===== src/rtl/mux_pkg.sv =====
// rtl/mux_pkg.sv - shared constants and select-width helper for mux_pipe
package mux_pkg;

    localparam int MUX_WIDTH_DEF = 32;
    localparam int MUX_MAX_IN    = 16;

    // A 1- or 2-input mux still needs a one-bit select port.
    function automatic int mux_sel_w(input int n);
        return (n <= 2) ? 1 : $clog2(n);
    endfunction

endpackage


===== src/rtl/mux_pipe_reg.sv =====
// rtl/mux_pipe_reg.sv - payload register with valid flag, load has priority over clear
module mux_pipe_reg #(
    parameter int WIDTH = 34
) (
    input  logic             clk,
    input  logic             rst_n,
    input  logic             load,
    input  logic             clear,
    input  logic [WIDTH-1:0] d,
    output logic [WIDTH-1:0] q,
    output logic             valid
);

    always_ff @(posedge clk) begin
        if (!rst_n) begin
            q     <= '0;
            valid <= 1'b0;
        end else if (load) begin
            q     <= d;
            valid <= 1'b1;
        end else if (clear) begin
            valid <= 1'b0;
        end
    end

endmodule


===== src/rtl/mux_pipe.sv =====
// rtl/mux_pipe.sv - registered N:1 mux with valid/ready; MUX_PIPE_SKID_EN adds a skid entry
module mux_pipe
    import mux_pkg::*;
#(
    parameter int WIDTH  = MUX_WIDTH_DEF,
    parameter int NUM_IN = 4,
    parameter int SEL_W  = mux_sel_w(NUM_IN)
) (
    input  logic                         clk,
    input  logic                         rst_n,
    input  logic [NUM_IN-1:0][WIDTH-1:0] in_mux,
    input  logic [SEL_W-1:0]             sel_mux,
    input  logic                         in_valid,
    output logic                         in_ready,
    output logic [WIDTH-1:0]             out_mux,
    output logic [SEL_W-1:0]             out_sel,
    output logic                         out_valid,
    input  logic                         out_ready,
    output logic                         err_sel
);

    localparam int PW = WIDTH + SEL_W;

    logic [WIDTH-1:0] sel_data;
    logic             sel_oor;
    logic [PW-1:0]    in_pl;
    logic [PW-1:0]    o_q;
    logic [PW-1:0]    o_d;
    logic             o_valid;
    logic             o_load;
    logic             o_clear;
    logic             accept;

    // Out-of-range selects fall through the loop and yield zero data.
    always_comb begin
        sel_data = '0;
        for (int k = 0; k < NUM_IN; k++) begin
            if (int'(sel_mux) == k) sel_data = in_mux[k];
        end
    end

    assign sel_oor = int'(sel_mux) >= NUM_IN;
    assign in_pl   = {sel_data, sel_mux};
    assign accept  = in_valid && in_ready;

`ifdef MUX_PIPE_SKID_EN
    logic [PW-1:0] s_q;
    logic          s_valid;
    logic          s_load;

    // in_ready depends only on flops, so out_ready never reaches it combinationally.
    assign in_ready = rst_n && !s_valid;
    assign s_load   = accept && o_valid && !out_ready;
    assign o_load   = (!o_valid || out_ready) && (s_valid || accept);
    assign o_d      = s_valid ? s_q : in_pl;
    assign o_clear  = out_ready;

    mux_pipe_reg #(.WIDTH(PW)) u_skid (
        .clk   (clk),
        .rst_n (rst_n),
        .load  (s_load),
        .clear (out_ready),
        .d     (in_pl),
        .q     (s_q),
        .valid (s_valid)
    );
`else
    assign in_ready = rst_n && (!o_valid || out_ready);
    assign o_load   = accept;
    assign o_d      = in_pl;
    assign o_clear  = out_ready;
`endif

    mux_pipe_reg #(.WIDTH(PW)) u_out (
        .clk   (clk),
        .rst_n (rst_n),
        .load  (o_load),
        .clear (o_clear),
        .d     (o_d),
        .q     (o_q),
        .valid (o_valid)
    );

    always_ff @(posedge clk) begin
        if (!rst_n)                 err_sel <= 1'b0;
        else if (accept && sel_oor) err_sel <= 1'b1;
    end

    assign out_mux   = o_q[PW-1:SEL_W];
    assign out_sel   = o_q[SEL_W-1:0];
    assign out_valid = o_valid;

endmodule


===== config.mk =====
export PLATFORM = sky130hd
export DESIGN_NAME = mux_pipe
export DESIGN_NICKNAME = d
export VERILOG_FILES = /design/src/rtl/mux_pkg.sv /design/src/rtl/mux_pipe_reg.sv /design/src/rtl/mux_pipe.sv
export SDC_FILE = /design/constraint.sdc
export NUM_CORES = 1
export LEC_CHECK = 0
export CAP_MARGIN = 25
export CORE_ASPECT_RATIO = 1.4
export CORE_UTILIZATION = 34
export CTS_BUF_LIST = sky130_fd_sc_hd__clkbuf_8
export DETAILED_ROUTE_END_ITERATION = 8
export PLACE_DENSITY = 0.82
export SYNTH_ARGS = -nofsm -noshare
export SYNTH_HDL_FRONTEND = slang
export SYNTH_SLANG_ARGS = --single-unit

===== constraint.sdc =====
create_clock -name clk -period 1.8 [get_ports clk]
set_input_delay 0.54 -clock clk [delete_from_list [all_inputs] [get_ports clk]]
set_output_delay 0.54 -clock clk [all_outputs]
set_load 0.01 [all_outputs]

# [Word level (Yosys, flattened, before mapping)]
# Index checks and enable logic that the tools add are counted.
# W data, S select, Z words.
[totals] out_inout_bits=37 regBits=35 inputBits=134 elab_cells=17
[classes] muxes=6 n_reduce_logical=6 eq_ne=3
[op_table] operator="$mux W32" n=4
[op_table] operator="$eq A2 B2 Y1 const B" n=2
[op_table] operator="$eq A2 B1 Y1 const B" n=1
[op_table] operator="$logic_and A1 B1 Y1" n=2
[op_table] operator="$logic_not A2 Y1" n=1
[op_table] operator="$mux W1" n=2
[op_table] operator="$reduce_bool A2 Y1" n=1
[op_table] operator="$logic_not A1 Y1" n=1
[op_table] operator="$logic_or A1 B1 Y1" n=1

# [Depth between registers and ports, before layout]
[logic_depth] depth_word=5 mapped_depth=6 mapped_depth_nobuf=3

# [Cells and area by module]
# A second synthesis with hierarchy kept.
[hier_totals] cells_unflattened=156 area_unflattened_um2=2194.6
[modules_own_cells] mod="mux_pipe_reg" area_per_inst_um2=1350.0 n_inst=1 cells_each=112
[modules_own_cells] mod="mux_pipe" area_per_inst_um2=844.6 n_inst=1 cells_each=44

# [Worst setup path after synthesis]
# OpenSTA, ideal clock, no wires.
[synth_timing] kind="input to output" startpoint="input rst_n" endpoint="output in_ready" setup_slack_ns=0.051 t_required_ns=1.260 cell_stages=3 arrival_time_ns=1.209 path_cell_list="clkbuf_1 -> clkbuf_1 -> and2_1"
[synth_via] elab_chain_len=1
[synth_lines] element="start, declared" line="mux_pipe.sv:10" source="input logic rst_n,"
[synth_lines] element="$logic_and A1 B1 Y1" line="mux_pipe.sv:68" source="assign in_ready = rst_n && (!o_valid || out_ready);"
[synth_lines] element="end, declared" line="mux_pipe.sv:14" source="output logic in_ready,"
# Every way passes these cells.

# [Final worst setup path]
[layout_timing] startpoint="register u_out.q[18]" endpoint="output out_mux[16]"
[layout_lines] element="start, declared" line="mux_pipe_reg.sv:10" source="output logic [WIDTH-1:0] q,"
[layout_lines] element="start signal, assigned" line="mux_pipe_reg.sv:16" source="q <= '0;"
[layout_lines] element="start signal, assigned" line="mux_pipe_reg.sv:19" source="q <= d;"
[layout_lines] element="end, declared" line="mux_pipe.sv:15" source="output logic [WIDTH-1:0] out_mux,"
# No word-level cell between the ends.

==> impl_metrics.ini <==
[status]
status = completed

[sta]
slew_violations = 0
holdWs_ps = 446.8
period_needed_ps = 1720
rsz0062_at_grt = no
setup_ws_ps = 80.36
slew_headroom = 0.5819
clock_skew_ps = 2.262
max_slew.worst_pin.slew_ps = 627.1
fmax_ghz = 0.5815
period_share = 0.9554
finalSetupViolCount = 0
finalSetupTns_ps = 0
hold_viol = 0

[finish]
fin_cells = 434
final_common_cell = clkdlybuf4s50_1
fill_cells = 519
area_growth_pct = 82.81
mostFrequentLayoutCells = clkdlybuf4s50_1, dfxtp_1, nand2_1, nand4_1, mux4_2
drive_gt1_frac = 0.1464
diodes = 0
layout.nets = 496

[worst_setup_path]
worstSetupEndpointType = output port
critPathKind = reg -> out
cp_top_family = buffers and inverters
endpoint = out_mux[16]
path_cells = clkdlybuf4s50_1
critPathBufInv = 1
worst-path-stages = 1
critPathLaunch = u_out.q[18]$_SDFFE_PN0P_
r2r_slack_ps = 360
cp.required_ps = 1260
cp_max_fo = 2
start_kind = flop
rr_worst_depth = 5
cp.arrival_ps = 1180
cp_slowest_cell = clkdlybuf4s50_1
timing.rr.end = u_out.q[21]$_SDFFE_PN0P_
cpPeakStageDelay_ps = 570
rr_startpoint = u_out.valid$_SDFFE_PN0P_

[die]
die_h_um = 96.36
initial_core_util = 0.3505
die_area_um2 = 6687
rows = 34
die_w_um = 69.40
num_io_pins = 171
coreArea_um2 = 6168

[drt]
drt_first_pass_iters = 4
drc = 0
postRouteAntennaNets = 0
vias = 2317
totalWireLength_um = 7196
wl_per_cell_um = 16.58
viasPerCell = 5.339
dr.first_iter.drc_count = 107

[clocking]
clk_latency_ps = 280
clk_pin_slew_ps = 70
clockBufferDepth = 2
cts_tree = done
cts_sinks = 35
post-cts-setup-buffers = 0
cts_root_buffer = clkbuf_8
h-tree-depth = 2
numCtsBuffers = 5

[global_routing]
grt_pass1_vias = 2378
grt_max_degree = 71
grt_pass1_wl_um = 11010
antenna_found_initial = 0
grt_usage = 0.2131
grt.overflow.total = 0

[logic_synthesis]
synth.distinct_cells = 19
synth_top_cell_by_area = dfxtp_1
synth_top_area_frac = 0.3241
ys_ff_latch = 35
synth_area_per_cell_um2 = 10.60
yosysWarnings = 0
synth_area_leaders = dfxtp_1, mux4_2, nand4_1
synthesis.area_um2 = 2162
syn_inst = 204
seq_area_frac_synth = 0.3241
synth_nets = 338

[power_and_ir_drop]
power_uw = 2237
leakage_uw = 0.001429
p_per_area_nw_per_um2 = 566.0
ir_drop_uv = 313.5

[place]
dp_hpwl_um = 5735
place_congestion = 0.7891
io_buffer_count = 169
dp_cells = 427
place_ws_ps = -480.7

[job]
cap_violations = 0

[min_path]
hp-class = reg -> reg
## cell families (layout without fill, tap and decap cells)
| logic type | Yosys count | after routing | share of synthesized area |
|---|---|---|---|
| simple gates | 71 | 71 | 0.1661 |
| compound gates | 35 | 35 | 0.08218 |
| flops | 35 | 35 | 0.3241 |
| mux | 32 | 32 | 0.3351 |
| buf+inv | 30 | 188 | 0.09086 |
| other cells | 1 | 1 | 0.001734 |
## layer usage
metal / global-route usage / wire length (um) / vias up
met5: 0 / 0 / -
met4: 0.09864 / 191 / 0
met3: 0.03770 / 440 / 15
met2: 0.4061 / 4000 / 109
met1: 0.2283 / 2564 / 1097
li1: - / - / 1096
## cell usage after synthesis (all sizes together)
cell type and n:
conb 1, and3 1, mux4 32, nand2 34
nand4 34, and2 1, a21boi 1, o21ai 34
clkbuf 12, buf 17, nand2b 1, dfxtp 35
inv 1
## worst min path at each step
stage / startpoint / endpoint / slack (ps) / cells after the start
global placement: u_out.q[3]$_SDFFE_PN0P_ / u_out.q[3]$_SDFFE_PN0P_ / 430 / 2
finish: u_out.q[32]$_SDFFE_PN0P_ / u_out.q[32]$_SDFFE_PN0P_ / 450 / 2
CTS: u_out.q[32]$_SDFFE_PN0P_ / u_out.q[32]$_SDFFE_PN0P_ / 450 / 2
detailed placement: u_out.q[32]$_SDFFE_PN0P_ / u_out.q[32]$_SDFFE_PN0P_ / 440 / 2
global route: u_out.q[24]$_SDFFE_PN0P_ / u_out.q[24]$_SDFFE_PN0P_ / 470 / 2
floorplan: u_out.q[10]$_SDFFE_PN0P_ / u_out.q[10]$_SDFFE_PN0P_ / 470 / 2
## final cells by class
cell class,count,area [um^2],share of cell area
repair buffers,180,1798,0.4549
well taps,72,90.09,0.02279
multi-input cells,139,1272,0.3219
flip-flops and latches,35,700.7,0.1773
clock buffers,6,82.58,0.02089
clock inverters,1,5.005,0.001266
inverters,1,3.754,0.0009497
## per-stage QoR
step | cell area, um^2 | util
after floorplan | 2162 | -
after global placement | 3861 | 0.6260
after detailed placement | 3861 | 0.6260
after CTS | 3950 | 0.6404
after global routing | 3953 | 0.6408
final | 3953 | 0.6408
## timing repair
| action | 4_1_cts | 5_1_grt |
|---|---|---|
| hold buffers | 0 | 0 |
| endpoints found under the setup margin | 19 | 1 |
| resized for setup | 6 | 1 |
## report_power, final
| group | total, uW | switching [uW] | leakage (uW) | internal [uW] |
|---|---|---|---|---|
| registers | 879 | 35.0 | 0.000289 | 844 |
| clock network | 563 | 263 | 0.0000470 | 300 |
| logic | 795 | 263 | 0.00109 | 532 |
| total | 2240 | 561 | 0.00143 | 1680 |
## sequential cells by signal, indices dropped and copies added (netlist names)
register	flops
u_out.valid	1
u_out.q	34
No activity file was read; power rests on OpenSTA's default activity.
